<file path="config.mk">
export PLATFORM = sky130hd
export DESIGN_NAME = ili9341_spi_rx_flat
export DESIGN_NICKNAME = d
export VERILOG_FILES = /design/src/rtl/ili9341_spi_rx_if.sv /design/src/rtl/ili9341_spi_rx.sv /design/src/flat_wrapper.sv
export SDC_FILE = /design/constraint.sdc
export NUM_CORES = 1
export LEC_CHECK = 0
export CAP_MARGIN = 0
export CORE_ASPECT_RATIO = 2
export CORE_MARGIN = 2
export CORE_UTILIZATION = 53
export CTS_CLUSTER_DIAMETER = 200
export CTS_CLUSTER_SIZE = 16
export DETAILED_ROUTE_END_ITERATION = 10
export PLACE_DENSITY_LB_ADDON = 0.1
export SETUP_SLACK_MARGIN = 0.3
export SYNTH_ARGS = -nofsm -noshare
export SYNTH_HDL_FRONTEND = slang
export SYNTH_SLANG_ARGS = --single-unit
</file>
<file path="constraint.sdc">
create_clock -name CLK_I -period 2.4 [get_ports CLK_I]
set_input_delay 0.48 -clock CLK_I [delete_from_list [all_inputs] [get_ports CLK_I]]
set_output_delay 0.48 -clock CLK_I [all_outputs]
set_load 0.02 [all_outputs]
</file>
<file path="src/rtl/ili9341_spi_rx_if.sv">
// ----------------------------------------------------------------------------
// ili9341_spi_rx_if
// Bundles the ILI9341 4-wire serial bus (chip select, clock, data, D/CX) with
// the decoded byte and pixel-write outputs of the receiver.
//
//   tftChipSelect / tftSck / tftMosi / dataCtrl : serial bus, driven by the
//                                                 TFT controller (master)
//   cmdValid, cmdByte                           : received command byte
//   paramValid, paramByte, paramIndex           : received parameter byte
//   pixValid, pixX, pixY, pixColor, frameDone   : addressed pixel writes
//
// slave  : the display-side receiver
// master : the controller side (or a bench) driving the bus
// ----------------------------------------------------------------------------
interface ili9341_spi_rx_if;
    logic        tftChipSelect;
    logic        tftSck;
    logic        tftMosi;
    logic        dataCtrl;

    logic        cmdValid;
    logic [7:0]  cmdByte;
    logic        paramValid;
    logic [7:0]  paramByte;
    logic [3:0]  paramIndex;
    logic        pixValid;
    logic [15:0] pixX;
    logic [15:0] pixY;
    logic [15:0] pixColor;
    logic        frameDone;

    modport slave (
        input  tftChipSelect, tftSck, tftMosi, dataCtrl,
        output cmdValid, cmdByte, paramValid, paramByte, paramIndex,
        output pixValid, pixX, pixY, pixColor, frameDone
    );

    modport master (
        output tftChipSelect, tftSck, tftMosi, dataCtrl,
        input  cmdValid, cmdByte, paramValid, paramByte, paramIndex,
        input  pixValid, pixX, pixY, pixColor, frameDone
    );
endinterface

</file>
<file path="src/rtl/ili9341_spi_rx.sv">
// ----------------------------------------------------------------------------
// ili9341_spi_rx
// Display-side receiver for the ILI9341 4-wire serial interface (SPI mode 0,
// MSB first, D/CX line). Deserialises command and parameter bytes, tracks the
// CASET/PASET address window and turns RAMWR data into addressed RGB565 pixel
// writes.
//
// Ports:
//   CLK_I : system clock; all SPI inputs are oversampled on it
//   RST_I : synchronous active-high reset
//   bus   : ili9341_spi_rx_if.slave - serial inputs and decoded outputs
//
// Parameters:
//   COLS_ : panel width  (default column window end = COLS_-1)
//   ROWS_ : panel height (default row window end    = ROWS_-1)
// ----------------------------------------------------------------------------
module ili9341_spi_rx #(
    parameter int COLS_ = 240,
    parameter int ROWS_ = 320
) (
    input  logic               CLK_I,
    input  logic               RST_I,
    ili9341_spi_rx_if.slave    bus
);

    localparam logic [15:0] COL_END_RST = 16'(COLS_ - 1);
    localparam logic [15:0] ROW_END_RST = 16'(ROWS_ - 1);

    localparam logic [7:0] CMD_SWRESET = 8'h01;
    localparam logic [7:0] CMD_CASET   = 8'h2A;
    localparam logic [7:0] CMD_PASET   = 8'h2B;
    localparam logic [7:0] CMD_RAMWR   = 8'h2C;

    localparam logic [1:0] ST_IDLE  = 2'd0;
    localparam logic [1:0] ST_CASET = 2'd1;
    localparam logic [1:0] ST_PASET = 2'd2;
    localparam logic [1:0] ST_RAMWR = 2'd3;

    // ------------------------------------------------------------------
    // Input synchronisers: bit [1] of each pair is the usable synced copy.
    // ------------------------------------------------------------------
    logic [1:0] cs_ff;
    logic [1:0] sck_ff;
    logic [1:0] mosi_ff;
    logic [1:0] dcx_ff;
    logic       sck_prev;
    logic       sck_rise;

    // NOTE: all sequential state uses non-blocking assignments so every flop
    // samples the pre-edge value of its neighbours; blocking here would
    // collapse the two synchroniser stages into one.
    always_ff @(posedge CLK_I) begin
        if (RST_I) begin
            // NOTE: synchroniser flops are reset too, to the idle bus levels
            // (cs high, sck low), so no phantom edge is seen on release.
            cs_ff    <= 2'b11;
            sck_ff   <= 2'b00;
            mosi_ff  <= 2'b00;
            dcx_ff   <= 2'b00;
            sck_prev <= 1'b0;
        end else begin
            cs_ff    <= {cs_ff[0],   bus.tftChipSelect};
            sck_ff   <= {sck_ff[0],  bus.tftSck};
            mosi_ff  <= {mosi_ff[0], bus.tftMosi};
            dcx_ff   <= {dcx_ff[0],  bus.dataCtrl};
            sck_prev <= sck_ff[1];
        end
    end

    assign sck_rise = sck_ff[1] & ~sck_prev;

    // ------------------------------------------------------------------
    // Bit assembly. A completed byte is presented for one cycle on
    // byte_done together with its D/CX value (captured with the last bit).
    // ------------------------------------------------------------------
    logic [2:0] bit_cnt;
    logic [6:0] shift;
    logic       byte_done;
    logic [7:0] rx_byte;
    logic       rx_dcx;

    always_ff @(posedge CLK_I) begin
        if (RST_I) begin
            bit_cnt   <= 3'd0;
            shift     <= 7'd0;
            byte_done <= 1'b0;
            rx_byte   <= 8'd0;
            rx_dcx    <= 1'b0;
        end else begin
            byte_done <= 1'b0;
            if (cs_ff[1]) begin
                // Deselect drops any partial byte.
                bit_cnt <= 3'd0;
            end else if (sck_rise) begin
                shift   <= {shift[5:0], mosi_ff[1]};
                bit_cnt <= bit_cnt + 3'd1;
                if (bit_cnt == 3'd7) begin
                    byte_done <= 1'b1;
                    rx_byte   <= {shift, mosi_ff[1]};
                    rx_dcx    <= dcx_ff[1];
                end
            end
        end
    end

    // ------------------------------------------------------------------
    // Command / parameter decoder, address window and pixel cursor.
    // ------------------------------------------------------------------
    logic [1:0]  state;
    logic [3:0]  param_cnt;
    logic        phase;
    logic [7:0]  pix_hi;
    logic [15:0] col_start;
    logic [15:0] col_end;
    logic [15:0] row_start;
    logic [15:0] row_end;
    logic [15:0] cur_x;
    logic [15:0] cur_y;

    logic        cmd_valid;
    logic [7:0]  cmd_byte;
    logic        param_valid;
    logic [7:0]  param_byte;
    logic [3:0]  param_index;
    logic        pix_valid;
    logic [15:0] pix_x;
    logic [15:0] pix_y;
    logic [15:0] pix_color;
    logic        frame_done;

    always_ff @(posedge CLK_I) begin
        if (RST_I) begin
            state       <= ST_IDLE;
            param_cnt   <= 4'd0;
            phase       <= 1'b0;
            pix_hi      <= 8'd0;
            col_start   <= 16'd0;
            col_end     <= COL_END_RST;
            row_start   <= 16'd0;
            row_end     <= ROW_END_RST;
            cur_x       <= 16'd0;
            cur_y       <= 16'd0;
            cmd_valid   <= 1'b0;
            cmd_byte    <= 8'd0;
            param_valid <= 1'b0;
            param_byte  <= 8'd0;
            param_index <= 4'd0;
            pix_valid   <= 1'b0;
            pix_x       <= 16'd0;
            pix_y       <= 16'd0;
            pix_color   <= 16'd0;
            frame_done  <= 1'b0;
        end else begin
            cmd_valid   <= 1'b0;
            param_valid <= 1'b0;
            pix_valid   <= 1'b0;
            frame_done  <= 1'b0;

            if (byte_done && !rx_dcx) begin
                // Command byte: restart parameter numbering and drop any
                // half-received pixel.
                cmd_valid <= 1'b1;
                cmd_byte  <= rx_byte;
                param_cnt <= 4'd0;
                phase     <= 1'b0;
                case (rx_byte)
                    CMD_CASET: state <= ST_CASET;
                    CMD_PASET: state <= ST_PASET;
                    CMD_RAMWR: begin
                        state <= ST_RAMWR;
                        pix_x <= col_start;
                        pix_y <= row_start;
                        cur_x <= col_start;
                        cur_y <= row_start;
                    end
                    CMD_SWRESET: begin
                        state     <= ST_IDLE;
                        col_start <= 16'd0;
                        col_end   <= COL_END_RST;
                        row_start <= 16'd0;
                        row_end   <= ROW_END_RST;
                    end
                    default: state <= ST_IDLE;
                endcase
            end else if (byte_done) begin
                // Parameter / data byte: always reported, index saturates.
                param_valid <= 1'b1;
                param_byte  <= rx_byte;
                param_index <= param_cnt;
                if (param_cnt != 4'hF) begin
                    param_cnt <= param_cnt + 4'd1;
                end

                case (state)
                    ST_CASET: begin
                        case (param_cnt)
                            4'd0:    col_start[15:8] <= rx_byte;
                            4'd1:    col_start[7:0]  <= rx_byte;
                            4'd2:    col_end[15:8]   <= rx_byte;
                            4'd3:    col_end[7:0]    <= rx_byte;
                            default: ;
                        endcase
                    end
                    ST_PASET: begin
                        case (param_cnt)
                            4'd0:    row_start[15:8] <= rx_byte;
                            4'd1:    row_start[7:0]  <= rx_byte;
                            4'd2:    row_end[15:8]   <= rx_byte;
                            4'd3:    row_end[7:0]    <= rx_byte;
                            default: ;
                        endcase
                    end
                    ST_RAMWR: begin
                        if (!phase) begin
                            pix_hi <= rx_byte;
                            phase  <= 1'b1;
                        end else begin
                            phase      <= 1'b0;
                            pix_valid  <= 1'b1;
                            pix_x      <= cur_x;
                            pix_y      <= cur_y;
                            pix_color  <= {pix_hi, rx_byte};
                            frame_done <= (cur_x >= col_end) && (cur_y >= row_end);
                            // ">=" rather than "==" so a window programmed
                            // with start > end still wraps every pixel.
                            if (cur_x >= col_end) begin
                                cur_x <= col_start;
                                if (cur_y >= row_end) begin
                                    cur_y <= row_start;
                                end else begin
                                    cur_y <= cur_y + 16'd1;
                                end
                            end else begin
                                cur_x <= cur_x + 16'd1;
                            end
                        end
                    end
                    default: ;
                endcase
            end
        end
    end

    assign bus.cmdValid   = cmd_valid;
    assign bus.cmdByte    = cmd_byte;
    assign bus.paramValid = param_valid;
    assign bus.paramByte  = param_byte;
    assign bus.paramIndex = param_index;
    assign bus.pixValid   = pix_valid;
    assign bus.pixX       = pix_x;
    assign bus.pixY       = pix_y;
    assign bus.pixColor   = pix_color;
    assign bus.frameDone  = frame_done;

endmodule
</file>
<file path="src/flat_wrapper.sv">
// flat-port wrapper written by rule: the top's interface ports become plain ports
module ili9341_spi_rx_flat 
#(
    parameter int COLS_ = 240,
    parameter int ROWS_ = 320
)
  (CLK_I, RST_I, bus_tftChipSelect, bus_tftSck, bus_tftMosi, bus_dataCtrl, bus_cmdValid, bus_cmdByte, bus_paramValid, bus_paramByte, bus_paramIndex, bus_pixValid, bus_pixX, bus_pixY, bus_pixColor, bus_frameDone);
  ili9341_spi_rx_if bus_i ();
  input  logic CLK_I;
  input  logic RST_I;
  input wire logic [$bits(bus_i.tftChipSelect)-1:0] bus_tftChipSelect;
  input wire logic [$bits(bus_i.tftSck)-1:0] bus_tftSck;
  input wire logic [$bits(bus_i.tftMosi)-1:0] bus_tftMosi;
  input wire logic [$bits(bus_i.dataCtrl)-1:0] bus_dataCtrl;
  output wire logic [$bits(bus_i.cmdValid)-1:0] bus_cmdValid;
  output wire logic [$bits(bus_i.cmdByte)-1:0] bus_cmdByte;
  output wire logic [$bits(bus_i.paramValid)-1:0] bus_paramValid;
  output wire logic [$bits(bus_i.paramByte)-1:0] bus_paramByte;
  output wire logic [$bits(bus_i.paramIndex)-1:0] bus_paramIndex;
  output wire logic [$bits(bus_i.pixValid)-1:0] bus_pixValid;
  output wire logic [$bits(bus_i.pixX)-1:0] bus_pixX;
  output wire logic [$bits(bus_i.pixY)-1:0] bus_pixY;
  output wire logic [$bits(bus_i.pixColor)-1:0] bus_pixColor;
  output wire logic [$bits(bus_i.frameDone)-1:0] bus_frameDone;
  assign bus_i.tftChipSelect = bus_tftChipSelect;
  assign bus_i.tftSck = bus_tftSck;
  assign bus_i.tftMosi = bus_tftMosi;
  assign bus_i.dataCtrl = bus_dataCtrl;
  assign bus_cmdValid = bus_i.cmdValid;
  assign bus_cmdByte = bus_i.cmdByte;
  assign bus_paramValid = bus_i.paramValid;
  assign bus_paramByte = bus_i.paramByte;
  assign bus_paramIndex = bus_i.paramIndex;
  assign bus_pixValid = bus_i.pixValid;
  assign bus_pixX = bus_i.pixX;
  assign bus_pixY = bus_i.pixY;
  assign bus_pixColor = bus_i.pixColor;
  assign bus_frameDone = bus_i.frameDone;
  ili9341_spi_rx #(.COLS_(COLS_), .ROWS_(ROWS_)) u_core (.CLK_I(CLK_I), .RST_I(RST_I), .bus(bus_i));
endmodule
</file>
; Word level (Yosys, flattened, before mapping)
; Cells that the tools add are included.
; Widths: inputs -> output; s select.
[op_classes]
reduce_logical = 36
eq_ne = 14
bitwise_logic = 8
n_addsub = 4
n_lt_le_gt_ge = 2
n_mux = 46
[op_table]
columns = op, n
row1 = $mux 16, 36
row2 = $reduce_and 4->1, 11
row3 = $add 16x1->16 const B, 2
row4 = $ge 16x16->1, 2
row5 = $mux 8, 4
row6 = $eq 8x6->1 const B, 3
row7 = $reduce_bool 2->1, 10
row8 = $eq 4x2->1 const B, 2
row9 = $eq 8x1->1 const B, 1
row10 = $reduce_and 2->1, 4
row11 = $not 1->1, 7
row12 = $pmux 2 s3, 1
row13 = $mux 1, 5
row14 = $reduce_and 5->1, 1
row15 = $reduce_or 5->1, 1
row16 = $add 4x1->4 const B, 1
row17 = $eq 2x2->1 const B, 2
row18 = $eq 4x1->1 const B, 1
row19 = $logic_not 4->1, 1
row20 = $ne 2x2->1 const B, 2
row21 = $ne 4x4->1 const B, 1
row22 = $reduce_or 2->1, 2
row23 = $reduce_or 4->1, 1
row24 = $add 3x1->3 const B, 1
row25 = other kinds (7), 8
[word_totals]
reg_bits = 212
out_inout_bits = 72

; Longest topological paths before layout
[depth]
ltp_word = 7
ltp_mapped = 10

; Worst setup path after synthesis
; OpenSTA, ideal clock, no wires.
[synth_timing]
kind = register to register
from = register u_core.cur_x[13]
to = register u_core.cur_x[11]
n_path_buf = 1
arrival_time_ns = 2.522
setup_time_ns = 0.117
stages_incl_launch_ff = 9
t_required_ns = 2.283
setup_slack_ns = -0.239
cell_sequence = dfxtp_1 > ha_1 > nand4_1 > nor3_1 > or4b_2 > nand4_1 > buf_2 > mux2_2 > a32o_1
[synth_between]
elab_chain_cells = 6
[synth_lines]
columns = item, line_no
row1 = from (decl), ili9341_spi_rx.sv:117  ; logic [15:0] cur_x;
row2 = from (signal assigned), ili9341_spi_rx.sv:173  ; cur_x <= col_start;
row3 = from (signal assigned), ili9341_spi_rx.sv:227  ; cur_x <= col_start;
row4 = from (signal assigned), ili9341_spi_rx.sv:234  ; cur_x <= cur_x + 16'd1;
row5 = $ge 16x16->1, ili9341_spi_rx.sv:226  ; if (cur_x >= col_end) begin
row6 = $mux 16, ili9341_spi_rx.sv:226
row7 = $mux 16, ili9341_spi_rx.sv:214  ; if (!phase) begin
row8 = $mux 16, ili9341_spi_rx.sv:194  ; case (state)
row9 = $mux 16, ili9341_spi_rx.sv:185  ; end else if (byte_done) begin
row10 = $mux 16, ili9341_spi_rx.sv:159  ; if (byte_done && !rx_dcx) begin
; Every way passes these cells. The select of a mux whose other input is x is not followed.
; A chain may end at the register's enable or synchronous reset.

; Final worst setup path
[layout_timing]
from = register u_core.col_end[13]
to = register u_core.cur_x[2]
[layout_between]
elab_chain_cells = 6
[layout_lines]
columns = item, line_no
row1 = from (decl), ili9341_spi_rx.sv:114  ; logic [15:0] col_end;
row2 = from (signal assigned), ili9341_spi_rx.sv:199  ; 4'd2: col_end[15:8] <= rx_byte;
row3 = $ge 16x16->1, ili9341_spi_rx.sv:226
row4 = $mux 16, ili9341_spi_rx.sv:226
row5 = $mux 16, ili9341_spi_rx.sv:214
row6 = $mux 16, ili9341_spi_rx.sv:194
row7 = $mux 16, ili9341_spi_rx.sv:185
row8 = $mux 16, ili9341_spi_rx.sv:159
; Every way passes these cells. The select of a mux whose other input is x is not followed.

==> run metrics <==
sequential element share of the synthesized area=43.8%; share of cells above drive strength 1=roughly a fifth; CP Launch Type=flop; crit path from=u_core.col_end[13]$_SDFFE_PP0P_; DIE AREA=roughly 0.019 mm^2; crit-path max cell delay=between 0.5 and 0.6 ns; CTS sink count=between 200 and 250; Final Hold Vio Count=0; Max FO, Critical Path=14; Synth cell types=between 50 and 60; Top Usage Layer GRT=met2; Crit Reg-Reg Startpoint=u_core.col_end[13]$_SDFFE_PP0P_; Multi-input gate area=0.00554 mm^2; yosys warns=0; Worst Max-Slew Pin Slew=roughly 0.72 ns; most used cell, CP=nand4_1; 1st-iter DRT viols=roughly 280; Peak VDD IR=approximately 0.66 mV; pwr dens=between 400 and 500 mW/mm^2; final core utilization=between 70 and 80%; vias per inst=between 5 and 6; most instantiated library cell after synthesis=dfxtp_1; Die W=99.6 um; Worst Hold Launch=RST_I; max_cap viols=0; CTS Buf Count=17; GR Util met1=roughly a third; status=finished with violations; Data arrival, critical path=2.86 ns; EDFF count, synth=0; synthesis-to-finish area growth=31.5%; ys async rst share=0%; total track usage=27.6%; final-stage net count=approximately 1,300; Skew-Pair Late Insertion Delay=0.48 ns; Pins Over Slew Limit=0; largest net degree at the start of global routing=between 50 and 60; most instantiated cells after synthesis=212 x dfxtp_1, 202 x nand2_1, 138 x nor2_1; Antenna Nets Post-Route=0; Synth Area in Simple Gates=a little over a fifth; post-synthesis compound-gate area fraction=about 14%; CP cell instances=inv_2, ha_4, nand4_1, nor3_2, or4b_4, nand4_1, buf_6, mux2_4, a32o_1; Port Buffers=77; setup violators final=15; M2 GR Usage=50.3%; number of synthesized register bits=212; Total Power=6.33 mW; Rel. slew slack=51.7%; clk_skew=0.0125 ns; Die Y=around 200 um; CTS Root Cell=clkbuf_16; Post-Syn Instances=~1,100; initial antenna violation count=0; I/O Pins=78; CTS clock-pin slew for the worst setup and hold paths=0.07 ns; H-tree depth=1; number of fill cells=roughly 1,500; Setup crit end kind=flop; GRT overflow=0; CTS max path bufs=3; share of Yosys cell area claimed by the top area cell type=between 40% and 50%; Core Area=around 0.018 mm^2; DR WL/cell=about 18 um; Hold Buf Count CTS=0; ant diodes=0; HP Class=input pin to flop; Post-Synth Adder-Cell Area=roughly 5.2%; ratio of final minimum period to clock period=103%; syn nets=1,188; violated checks=setup timing; final WL=27,700 um; PnR worst setup slack=-0.0773 ns; DR vias=around 8,600; Synth area leaders=dfxtp_1 44%, mux2i_1 9.3%, nand2_1 7.8%, nor2_1 5.3%, ha_1 5.2%; average size of a mapped cell=8.48 um^2; WP buf/inv=2; CP top delay family=simple AND/OR/NAND/NOR gates; FMAX=between 400 and 500 MHz; first-pass GRT wire length=between 40,000 and 50,000 um; Worst EP required=~2.8 ns; Crit Path Category=flop to flop; First-pass DRT Iterations=4; DPL Wire Length=about 18,000 um; vias in the first global route=roughly 8,400; xor/xnor share of the synthesized area=less than 1%; mux cell area share after synthesis=under 10%; Yosys top cell by area=dfxtp_1; dominant synthesized flop cell=dfxtp_1; post-layout min period=approximately 2.5 ns; placer congestion estimate=between 0.9 and 1; CTS tree=done; Synth Cell Area=0.00968 mm^2; largest family of logic cells by synthesized area=simple AND/OR/NAND/NOR gates; Max stage delay cell, worst path=or4b_4; initial core utilization=between 50% and 60%; Seq. cell area=~0.0043 mm^2; RSZ-0062 raised after global routing=yes; DR DRC count=0; Row Count=70; P_leak=between 4 and 5 nW; grt met3 use=about 3.4%
[kinds of logic after synthesis]
group                    count (synthesis)
flip-flops                             212
adder cells (fa/ha/maj)                 40
AO/OA/AOI/OAI                          194
XOR/XNOR                                 4
AND/OR/NAND/NOR                        470
buffers and inverters                  126
multiplexers                            96
[cell type report]
class | count | share of cell area (%)
clock inverter | 2 | 0.196
inverter | 47 | 1.39
sequential | 212 | 33.5
clock buffer | 17 | 3.34
multi-input combinational | 806 | 43.5
timing repair buffer | 207 | 16.0
tap | 216 | 2.12
[path summary, 6_finish.rpt]
path	to	slack [ns]	cells after the start
max	u_core.cur_x[2]$_SDFFE_PP0P_	-0.08	9
min	u_core.col_start[13]$_SDFFE_PP0P_	0.37	2
max reg2reg	u_core.cur_x[2]$_SDFFE_PP0P_	-0.08	9
min reg2reg	u_core.cs_ff[1]$_SDFF_PP1_	0.42	1
[cells in the final DEF, fill, tap and decap left out, drive strengths merged, types with 4 or more instances in the layout]
cell type      netlist  final
a2111oi              7      7
a211oi               6      6
a21boi               4      4
a21oi               63     63
a311oi              37     37
a31oi                5      5
a32o                 5      5
and2                15     15
and3                 5      5
buf                 18    129
clkbuf              61     19
clkdlybuf4s50        0     76
dfxtp              212    212
ha                  40     40
inv                 47     48
mux2                 6      6
mux2i               90     90
nand2              203    205
nand2b               5      5
nand3               15     15
nand4               10     10
nor2               145    145
nor2b               26     26
nor3                22     22
nor4                 4      4
o211ai              13     13
o21ai               27     27
o2bb2ai             10     10
o32ai                4      4
or2                  5      5
or3                  5      5
or4                  5      5
xnor2                4      4
[flip-flops by register name (all words and copies together) (netlist names), 16 cells and up]
name                 count
u_core.bus.pixX         16
u_core.col_end          16
u_core.cur_x            16
u_core.row_start        16
u_core.cur_y            16
u_core.col_start        16
u_core.row_end          16
u_core.bus.pixY         16
u_core.bus.pixColor     16
[where the power goes]
| part | leakage (nW) | switching [mW] | internal [mW] |
|---|---|---|---|
| logic | 2.73 | 0.150 | 0.118 |
| clock network | 0.221 | 1.25 | 1.28 |
| registers | 1.72 | 0.00577 | 3.52 |
[through the flow]
| step | setup WS [ns] | cell area, um^2 | setup TNS [ns] | hold WS, ns | instances |
|---|---|---|---|---|---|
| 2_1_floorplan | 0.0850 | 9950 | 0 | 0.389 | 1142 |
| 3_3_place_gp | -0.107 | 11500 | -0.740 | 0.405 | 1459 |
| 3_5_place_dp | -0.155 | 11500 | -1.82 | 0.410 | 1459 |
| 4_1_cts | -0.0912 | 12400 | -0.663 | 0.362 | 1492 |
| 5_1_grt | -0.180 | 12700 | -3.35 | 0.380 | 1507 |
| 6_report | -0.0773 | 12700 | -0.578 | 0.373 | 1507 |
[timing repair]
item | 4_1_cts | 5_1_grt
gates cloned | 3 | 4
endpoints found under the hold margin | 0 | 0
buffers inserted | 11 | 11
pin swaps | 17 | 19
resized for setup | 68 | 50
setup endpoints to repair | 128 | 120
[routing by layer]
metal / wire length (um) / part of all wire, %
met3: 1280 / 4.6
met1: 10400 / 38
met5: 0 / 0
met2: 14700 / 53
met4: 1260 / 4.5
Note: power is estimated with default switching activity, not from simulation.
